File: config.mk
export PLATFORM = sky130hd
export DESIGN_NAME = tnn_neuron_scheduler
export DESIGN_NICKNAME = d
export VERILOG_FILES = /design/src/rtl/tnn_sched_pkg.sv /design/src/rtl/tnn_operand_table.sv /design/src/rtl/tnn_neuron_scheduler.sv
export SDC_FILE = /design/constraint.sdc
export NUM_CORES = 1
export LEC_CHECK = 0
export ABC_AREA = 1
export CORE_ASPECT_RATIO = 0.6
export CORE_MARGIN = 3
export CORE_UTILIZATION = 25
export DETAILED_ROUTE_END_ITERATION = 8
export PLACE_DENSITY = 0.4
export RECOVER_POWER = 25
export SLEW_MARGIN = 20
export SYNTH_ARGS = -nofsm -noshare
export SYNTH_HDL_FRONTEND = slang
export SYNTH_HIERARCHICAL = 1
export SYNTH_SLANG_ARGS = --single-unit
File: constraint.sdc
create_clock -name clk -period 8.52 [get_ports clk]
set_input_delay 1.278 -clock clk [delete_from_list [all_inputs] [get_ports clk]]
set_output_delay 1.278 -clock clk [all_outputs]
set_load 0.01 [all_outputs]
File: src/rtl/tnn_sched_pkg.sv
// rtl/tnn_sched_pkg.sv - shared types and constants for the TNN neuron scheduler
package tnn_sched_pkg;

  typedef enum logic [1:0] {
    ST_IDLE = 2'd0,
    ST_RUN  = 2'd1,
    ST_OUT  = 2'd2
  } state_t;

  localparam int FAN_IN = 6;

  localparam logic [2:0] SLOT_A = 3'd0;
  localparam logic [2:0] SLOT_B = 3'd1;
  localparam logic [2:0] SLOT_C = 3'd2;
  localparam logic [2:0] SLOT_D = 3'd3;
  localparam logic [2:0] SLOT_E = 3'd4;
  localparam logic [2:0] SLOT_F = 3'd5;

  // Slot s of the packed operand bus lives at [s*in_bits +: in_bits].
  function automatic int slot_lsb(input int slot, input int in_bits);
    return slot * in_bits;
  endfunction

endpackage

File: src/rtl/tnn_operand_table.sv
// rtl/tnn_operand_table.sv - per-neuron operand index register file
module tnn_operand_table #(
  parameter int N_NEURONS  = 8,
  parameter int N_FEATURES = 11,
  parameter int FAN_IN     = tnn_sched_pkg::FAN_IN,
  parameter int IDX_W      = 4
) (
  input  logic                          clk,
  input  logic                          rst,
  input  logic                          we,
  input  logic [$clog2(N_NEURONS)-1:0]  wr_neuron,
  input  logic [2:0]                    wr_slot,
  input  logic [IDX_W-1:0]              wr_idx,
  input  logic [$clog2(N_NEURONS)-1:0]  rd_neuron,
  output logic [FAN_IN*IDX_W-1:0]       rd_row,
  output logic [FAN_IN-1:0]             rd_in_range
);
  localparam int CNT_W = $clog2(N_NEURONS);

  logic [IDX_W-1:0] entry [N_NEURONS][FAN_IN];
  logic             wr_ok;

  assign wr_ok = we && (int'(wr_neuron) < N_NEURONS) && (int'(wr_slot) < FAN_IN);

  always_ff @(posedge clk) begin
    if (rst) begin
      for (int n = 0; n < N_NEURONS; n++) begin
        for (int s = 0; s < FAN_IN; s++) begin
          entry[n][s] <= '0;
        end
      end
    end else if (wr_ok) begin
      entry[wr_neuron][wr_slot] <= wr_idx;
    end
  end

  // Row select by comparison so a non-power-of-two neuron count never indexes past the array.
  always_comb begin
    rd_row      = '0;
    rd_in_range = '0;
    for (int n = 0; n < N_NEURONS; n++) begin
      if (rd_neuron == CNT_W'(n)) begin
        for (int s = 0; s < FAN_IN; s++) begin
          rd_row[s*IDX_W +: IDX_W] = entry[n][s];
        end
      end
    end
    for (int s = 0; s < FAN_IN; s++) begin
      rd_in_range[s] = int'(rd_row[s*IDX_W +: IDX_W]) < N_FEATURES;
    end
  end

endmodule

File: src/rtl/tnn_neuron_scheduler.sv
// rtl/tnn_neuron_scheduler.sv - time-multiplexes one 6-operand TNN core across a layer
module tnn_neuron_scheduler #(
  parameter int N_NEURONS  = 8,
  parameter int N_FEATURES = 11,
  parameter int IN_BITS    = 3,
  parameter int FAN_IN     = 6,
  parameter int IDX_W      = 4
) (
  input  logic                           clk,
  input  logic                           rst,
  input  logic                           cfg_we,
  input  logic [$clog2(N_NEURONS)-1:0]   cfg_neuron,
  input  logic [2:0]                     cfg_slot,
  input  logic [IDX_W-1:0]               cfg_idx,
  input  logic                           feat_valid,
  output logic                           feat_ready,
  input  logic [N_FEATURES*IN_BITS-1:0]  feat_data,
  output logic [FAN_IN*IN_BITS-1:0]      core_operands,
  input  logic                           core_out,
  output logic                           res_valid,
  input  logic                           res_ready,
  output logic [N_NEURONS-1:0]           res_data,
  output logic                           busy
);
  import tnn_sched_pkg::*;

  localparam int              CNT_W = $clog2(N_NEURONS);
  localparam logic [CNT_W-1:0] LAST  = CNT_W'(N_NEURONS - 1);

  state_t                         state, state_next;
  logic [CNT_W-1:0]               cnt;
  logic [N_FEATURES*IN_BITS-1:0]  feat_lat, feat_sel;
  logic [CNT_W-1:0]               rd_neuron;
  logic [FAN_IN*IDX_W-1:0]        rd_row;
  logic [FAN_IN-1:0]              rd_in_range;
  logic [FAN_IN*IN_BITS-1:0]      ops_next;
  logic                           last;
  logic                           tbl_we;

  assign last   = (cnt == LAST);
  assign tbl_we = cfg_we && (state == ST_IDLE);

  tnn_operand_table #(
    .N_NEURONS  (N_NEURONS),
    .N_FEATURES (N_FEATURES),
    .FAN_IN     (FAN_IN),
    .IDX_W      (IDX_W)
  ) u_table (
    .clk         (clk),
    .rst         (rst),
    .we          (tbl_we),
    .wr_neuron   (cfg_neuron),
    .wr_slot     (cfg_slot),
    .wr_idx      (cfg_idx),
    .rd_neuron   (rd_neuron),
    .rd_row      (rd_row),
    .rd_in_range (rd_in_range)
  );

  always_ff @(posedge clk) begin
    if (rst) begin
      state <= ST_IDLE;
    end else begin
      state <= state_next;
    end
  end

  always_comb begin
    state_next = state;
    feat_ready = 1'b0;
    res_valid  = 1'b0;
    busy       = 1'b0;
    case (state)
      ST_IDLE: begin
        feat_ready = 1'b1;
        if (feat_valid) state_next = ST_RUN;
      end
      ST_RUN: begin
        busy = 1'b1;
        if (last) state_next = ST_OUT;
      end
      ST_OUT: begin
        busy      = 1'b1;
        res_valid = 1'b1;
        if (res_ready) state_next = ST_IDLE;
      end
      default: state_next = ST_IDLE;
    endcase
  end

  // In IDLE the accept edge must see the incoming vector and neuron 0's row directly.
  always_comb begin
    feat_sel  = (state == ST_IDLE) ? feat_data : feat_lat;
    rd_neuron = (state == ST_IDLE) ? '0 : cnt + CNT_W'(1);
    ops_next  = '0;
    for (int s = 0; s < FAN_IN; s++) begin
      for (int k = 0; k < N_FEATURES; k++) begin
        if (rd_in_range[s] && (rd_row[s*IDX_W +: IDX_W] == IDX_W'(k))) begin
          ops_next[slot_lsb(s, IN_BITS) +: IN_BITS] = feat_sel[k*IN_BITS +: IN_BITS];
        end
      end
    end
  end

  always_ff @(posedge clk) begin
    if (rst) begin
      cnt           <= '0;
      feat_lat      <= '0;
      core_operands <= '0;
      res_data      <= '0;
    end else begin
      case (state)
        ST_IDLE: begin
          if (feat_valid) begin
            feat_lat      <= feat_data;
            core_operands <= ops_next;
            cnt           <= '0;
          end
        end
        ST_RUN: begin
          res_data[cnt] <= core_out;
          if (!last) begin
            cnt           <= cnt + CNT_W'(1);
            core_operands <= ops_next;
          end
        end
        default: ;
      endcase
    end
  end

endmodule
==> impl_metrics.tcl, run 1 <==
set metrics [dict create \
    gr-total-overflow 0 \
    routed-via-count 12133 \
    power_leakage_nw 6.389 \
    synth-seq-cells 256 \
    numCtsBuffers 29 \
    area_growth_pct 17.61 \
    clock_sinks 256 \
    core_um2 53190 \
    cts_htree_levels 1 \
    cp.arrival_ns 6.19 \
    drv_slew 83 \
    drt-total-wl_mm 49.55 \
    rsz0062_at_grt "false" \
    critPathMaxFanout 49 \
    worstSetupEndpointType "register" \
    violations "max-capacitance violations, max-slew violations" \
    grt_max_degree 59 \
    max-slew-margin-rel_pct -115.0 \
    grt_pass1_wl_mm 74.11 \
    fmax_ghz 0.1675 \
    synth_ff_type "edfxtp_1" \
    post_cts_resized 0 \
    synth_edf_count 192 \
    gp_congestion 0.8963 \
    nets 1857 \
    yosysSeqAreaShare_pct 51.75 \
    route.detailed.drc 0 \
    vias_per_cell 4.799 \
    finalCritPeriodShare_pct 70.06 \
    required_ns 8.74 \
    grt_antenna_before_repair 0 \
    synthCells 1741 \
    post-route-min-period_ns 5.969 \
    clk_pin_slew_ns 0.06 \
    start_kind "primary input" \
    synthTopCellsByArea "edfxtp_1, nand2_1, nor2_1" \
    drive_gt1_share_pct 7.014 \
    yosysWarnings 6 \
    tns_ns 0 \
    netlist.area_leader.share_pct 42.34 \
    antenna_cells 0 \
    grt.total_usage_pct 17.04 \
    initial_core_util_pct 25.60 \
    tritoncts "yes" \
    postCtsSetupBuffers 0 \
    dp_hpwl_mm 35.41 \
    portBuffers 77 \
    wl_per_cell_um 19.60 \
    cts.path.max_buffers 3 \
    hold_buffers 0 \
    synth_most_common_cell "nand2_1" \
    io_pins 78 \
    synthDistinctLibCells 37 \
    ys_top_cells_by_count "nand2_1, nor2_1, edfxtp_1, inv_1, a21oi_1" \
    row_count 65 \
    drt.antenna.violating_nets 0 \
    drtIter0Drc 1152 \
    detail_route.first_pass.iterations 8 \
    skew_ns 0.01916 \
    synth_fp_nets 1795 \
    avgSynthCellArea_um2 7.822 \
    irDropWorstVdd_mv 0.1424 \
    multiInputGateArea_um2 5675 \
    die_area_um2 57400 \
    worst_slew_pin_slew_ns 3.226 \
    grt_pass1_vias 11512 \
    path_class "in -> reg" \
    cap_violations 2 \
    syn_area_um2 13620 \
    synth_top_area_cell "edfxtp_1" \
    die_y_um 186.8 \
    insertion_delay_ns 0.57 \
    reg2reg_depth 25 \
    cts-root-buf "clkbuf_16" \
    regArea_um2 7047 \
    setup_viol 0 \
    hp-class "reg -> reg" \
    power.density_nw_per_um2 332.9 \
    async_flop_share_pct 0 \
    holdPathStages 2 \
    outcome "complete, but fails checks" \
    final_hold_viol_count 0 \
    nFillCells 5718 \
    die_w_um 307.3 \
    fin_util_pct 30.11 \
]
[critical path, stage by stage]
cell and delay (ns):
dlygate4sd3_1 0.60, clkinv_1 0.06, clkbuf_1 2.26, nand2_1 0.16, a21oi_1 0.29, nand2_1 0.11, nor2_1 0.79, nand2_1 0.33
nand2_1 0.26
[layout by cell type (no fill, tap or decap), types with 6 or more instances in the layout]
cell type | synthesis | layout
a211oi_1 | 6 | 6
clkbuf_16 | 0 | 29
inv_2 | 9 | 11
dfxtp_1 | 64 | 64
clkinv_1 | 0 | 12
inv_1 | 135 | 129
edfxtp_1 | 192 | 192
or2_0 | 8 | 8
a21oi_2 | 12 | 12
nand3_1 | 83 | 83
buf_4 | 0 | 23
nand4_1 | 71 | 71
a21oi_1 | 102 | 102
o21ai_0 | 39 | 44
nor3_1 | 19 | 17
o21ai_2 | 18 | 18
nor2_1 | 369 | 369
or2_2 | 7 | 7
or2_1 | 11 | 11
clkdlybuf4s50_1 | 0 | 48
o21ai_1 | 18 | 13
nand2_1 | 479 | 479
dlygate4sd3_1 | 0 | 29
[cell type report]
| type | count | share of cell area [%] |
|---|---|---|
| clock inverters | 21 | 1.125 |
| inverters | 145 | 3.414 |
| flip-flops and latches | 256 | 44.00 |
| repair buffers | 102 | 5.937 |
| clock buffers | 32 | 4.601 |
| multi-input cells | 1269 | 35.43 |
| well taps | 703 | 5.492 |
[worst paths after layout]
kind / startpoint / endpoint / slack (ns)
hold / removal: feat_lat[30] / feat_lat[30] / 0.45
setup reg to reg: state[0] / core_operands[14] / 3.66
hold reg to reg: feat_lat[30] / feat_lat[30] / 0.45
setup / recovery: rst / u_table/entry[5][6] / 2.55
[stage by stage]
| step | cell area, um^2 | worst slack [ns] | hold WS (ns) | instances | total power, mW |
|---|---|---|---|---|---|
| detailed placement | 15110 | 3.726 | 0.4477 | 2475 | 4.066 |
| global placement | 15100 | 3.829 | 0.4404 | 2475 | 4.058 |
| finish | 16020 | 2.551 | 0.4517 | 2528 | 5.332 |
| CTS | 16020 | 3.712 | 0.4571 | 2528 | 5.343 |
| global route | 16020 | 2.139 | 0.4774 | 2528 | 5.702 |
| floorplan | 13620 | 5.045 | 0.4292 | 1741 | 3.179 |
[sequential cells by signal (all words and copies together), names as in the netlist]
register / count
state: 2
u_table/entry: 192
cnt: 3
res_data: 8
core_operands: 18
feat_lat: 33
[layer usage]
layer  vias up  GRT usage [%]  share of wire [%]
met1      5846          27.16                 53
met3        56          4.231                7.2
met4         0          3.467                1.8
met5         -              0                  0
li1       5870              -                  -
met2       361          22.66                 38
[power by group]
part | internal, mW | leakage, nW | switching, mW
clock network | 0.709 | 0.436 | 0.535
registers | 1.44 | 2.51 | 0.0523
logic | 0.674 | 3.44 | 1.92
[cell families after synthesis]
group | synth area share (%)
adder cells (fa/ha/maj) | 0.4594
flip-flops | 51.75
AO/OA/AOI/OAI | 8.499
AND/OR/NAND/NOR | 32.63
buffers and inverters | 6.670
Power figures use the tool's default switching activity.
==> run 2, diff against run 1 <==
- clock period: 8.52 -> 5.69 ns (I/O delays scaled with it)
==> impl_metrics.tcl, run 2 (synthesis gave the netlist of run 1 again) <==
set metrics [dict create \
    p_clk_share_pct 23.7 \
    pwr-share-seq_pct 28.5 \
    cp.arrival_ns 5.10 \
    worst_slew_pin_slew_ns 2.194 \
    p_sw_mw 3.642 \
    irDropWorstVdd_mv 0.2332 \
    holdPathStages 2 \
    cts-root-buf "clkbuf_16" \
    detail_route.first_pass.iterations 8 \
    reg2reg_depth 24 \
    fin_total_pwr_mw 7.901 \
    grt_pass1_vias 11476 \
    die_y_um 186.8 \
    initial_core_util_pct 25.60 \
    vias_per_cell 4.797 \
    r2r_start "cnt[0]" \
    rsz0062_at_grt "false" \
    min_from "feat_lat[28]" \
    final_common_cell "nand2_1" \
    wl_per_cell_um 19.16 \
    start_kind "register" \
    max-slew-margin-rel_pct -46.26 \
    drtIter0Drc 1319 \
    skew_ns 0.01129 \
    clk_pin_slew_ns 0.06 \
    outcome "complete, but fails checks" \
    die_w_um 307.3 \
    grt.total_usage_pct 16.58 \
    power.density_nw_per_um2 492.4 \
    numCtsBuffers 28 \
    nets 1857 \
    post_cts_resized 0 \
    drt.antenna.violating_nets 0 \
    postCtsSetupBuffers 0 \
    hold_buffers 0 \
    fmax_ghz 0.2112 \
    grt_pass1_wl_mm 72.71 \
    gp_congestion 0.9162 \
    routed-via-count 12137 \
    row_count 65 \
    violations "max-capacitance violations, max-slew violations" \
    post-route-min-period_ns 4.736 \
    io_pins 78 \
    layout_common_cells "nand2_1, nor2_1, edfxtp_1" \
    nFillCells 5677 \
    tns_ns 0 \
    largest_reg_flops 192 \
    grt_antenna_before_repair 1 \
    worstSetupEndpointType "register" \
    cts_htree_levels 1 \
    finalCritPeriodShare_pct 83.23 \
    gr-total-overflow 0 \
    reg2reg_slack_ns 0.95 \
    die_area_um2 57400 \
    intPower_mw 4.259 \
    tritoncts "yes" \
    largest-register "u_table/entry" \
    combinationalPowerShare_pct 47.8 \
    placedCellCount 2476 \
    core_um2 53190 \
    area_growth_pct 17.82 \
    hold_path_end "feat_lat[28]" \
    final_hold_viol_count 0 \
    swShare_pct 46.10 \
    cts.path.max_buffers 3 \
    reg.largest.list "u_table/entry: 192 flops, feat_lat: 33 flops, core_operands: 18 flops" \
    portBuffers 77 \
    setup_viol 0 \
    cap_violations 1 \
    clock_sinks 256 \
    drv_slew 33 \
    drive_gt1_share_pct 7.233 \
    reg2reg_to "core_operands[17]" \
    drt-total-wl_mm 48.47 \
    route.detailed.drc 0 \
    path_class "reg -> reg" \
    hp-class "reg -> reg" \
    insertion_delay_ns 0.57 \
    dp_hpwl_mm 35.02 \
    grt_max_degree 56 \
    critPathMaxFanout 36 \
    stdcell_count 2530 \
    power_leakage_nw 6.432 \
    required_ns 6.05 \
]
[run 2: changes by cell type in the layout (fill, tap and decap cells not counted), sizes merged, moves of 2 or more]
cell / change
inv: +4
diode: +2
clkbuf: +9
clkinv: -9
clkinvlp: -4
[run 2: layout make-up]
| cell class | instances | area [um^2] | share of cell area (%) |
|---|---|---|---|
| Clock inverter | 11 | 108.9 | 0.6784 |
| Clock buffer | 41 | 824.5 | 5.139 |
| Multi-Input combinational cell | 1269 | 5674 | 35.36 |
| Timing Repair Buffer | 103 | 959.7 | 5.981 |
| Inverter | 145 | 546.8 | 3.408 |
| Sequential cell | 256 | 7047 | 43.92 |
| Antenna cell | 2 | 5.005 | 0.03119 |
| Tap cell | 703 | 879.6 | 5.482 |
[run 2: worst max-delay path by stage]
stage,endpoint,start,slack [ns],cells past startpoint
CTS,core_operands[4],cnt[0],1.05,23
finish,core_operands[17],cnt[0],0.95,24
floorplan,core_operands[2],state[0],2.22,22
global placement,core_operands[3],cnt[0],1.20,23
detailed placement,core_operands[4],cnt[0],1.08,23
global route,core_operands[15],cnt[0],0.50,24
[run 2: worst max-delay path: stages, from the launching register on]
cell and delay (ns):
dfxtp_1 0.34, ha_1 0.20, ha_1 0.28, inv_1 0.04, nor2_1 0.49, inv_2 0.46
nor3_2 0.69, buf_4 0.35, a21oi_1 0.07, nand3_1 0.13, nand2_1 0.06, nand3_1 0.22
nand2_1 0.09, nand2_1 0.07, nand2_1 0.08, nand3_1 0.18, inv_1 0.10, nand3_1 0.10
nor2_1 0.05, nor2_1 0.10, nand4_1 0.10, nand2_1 0.09, nand4_1 0.08, nand2_1 0.08
a21oi_2 0.05
[run 2: metrics by stage]
stage / hold WS, ns / instance area [um^2] / utilization [%] / setup slack [ns]
after global routing: 0.4741 / 16040 / 30.16 / 0.4964
final: 0.4527 / 16050 / 30.17 / 0.9541
after detailed placement: 0.4460 / 15110 / 28.42 / 1.082
after floorplan: 0.4292 / 13620 / - / 2.215
after global placement: 0.4402 / 15110 / 28.42 / 1.204
after CTS: 0.4558 / 16050 / 30.17 / 1.050
[run 2: power by group through the flow]
stage | registers, mW | clock network (mW) | logic [mW]
floorplan | 2.26 | 0 | 2.50
global placement | 2.29 | 0 | 3.70
detailed placement | 2.29 | 0 | 3.70
CTS | 2.25 | 1.94 | 3.72
global route | 2.26 | 2.02 | 4.14
finish | 2.25 | 1.87 | 3.78
[run 2: layer usage]
metal,up-vias,global-route usage (%),wire [um]
met3,45,4.334,4180
met2,395,21.98,18450
li1,5877,-,-
met1,5820,26.58,25160
met5,-,0,0
met4,0,2.807,682
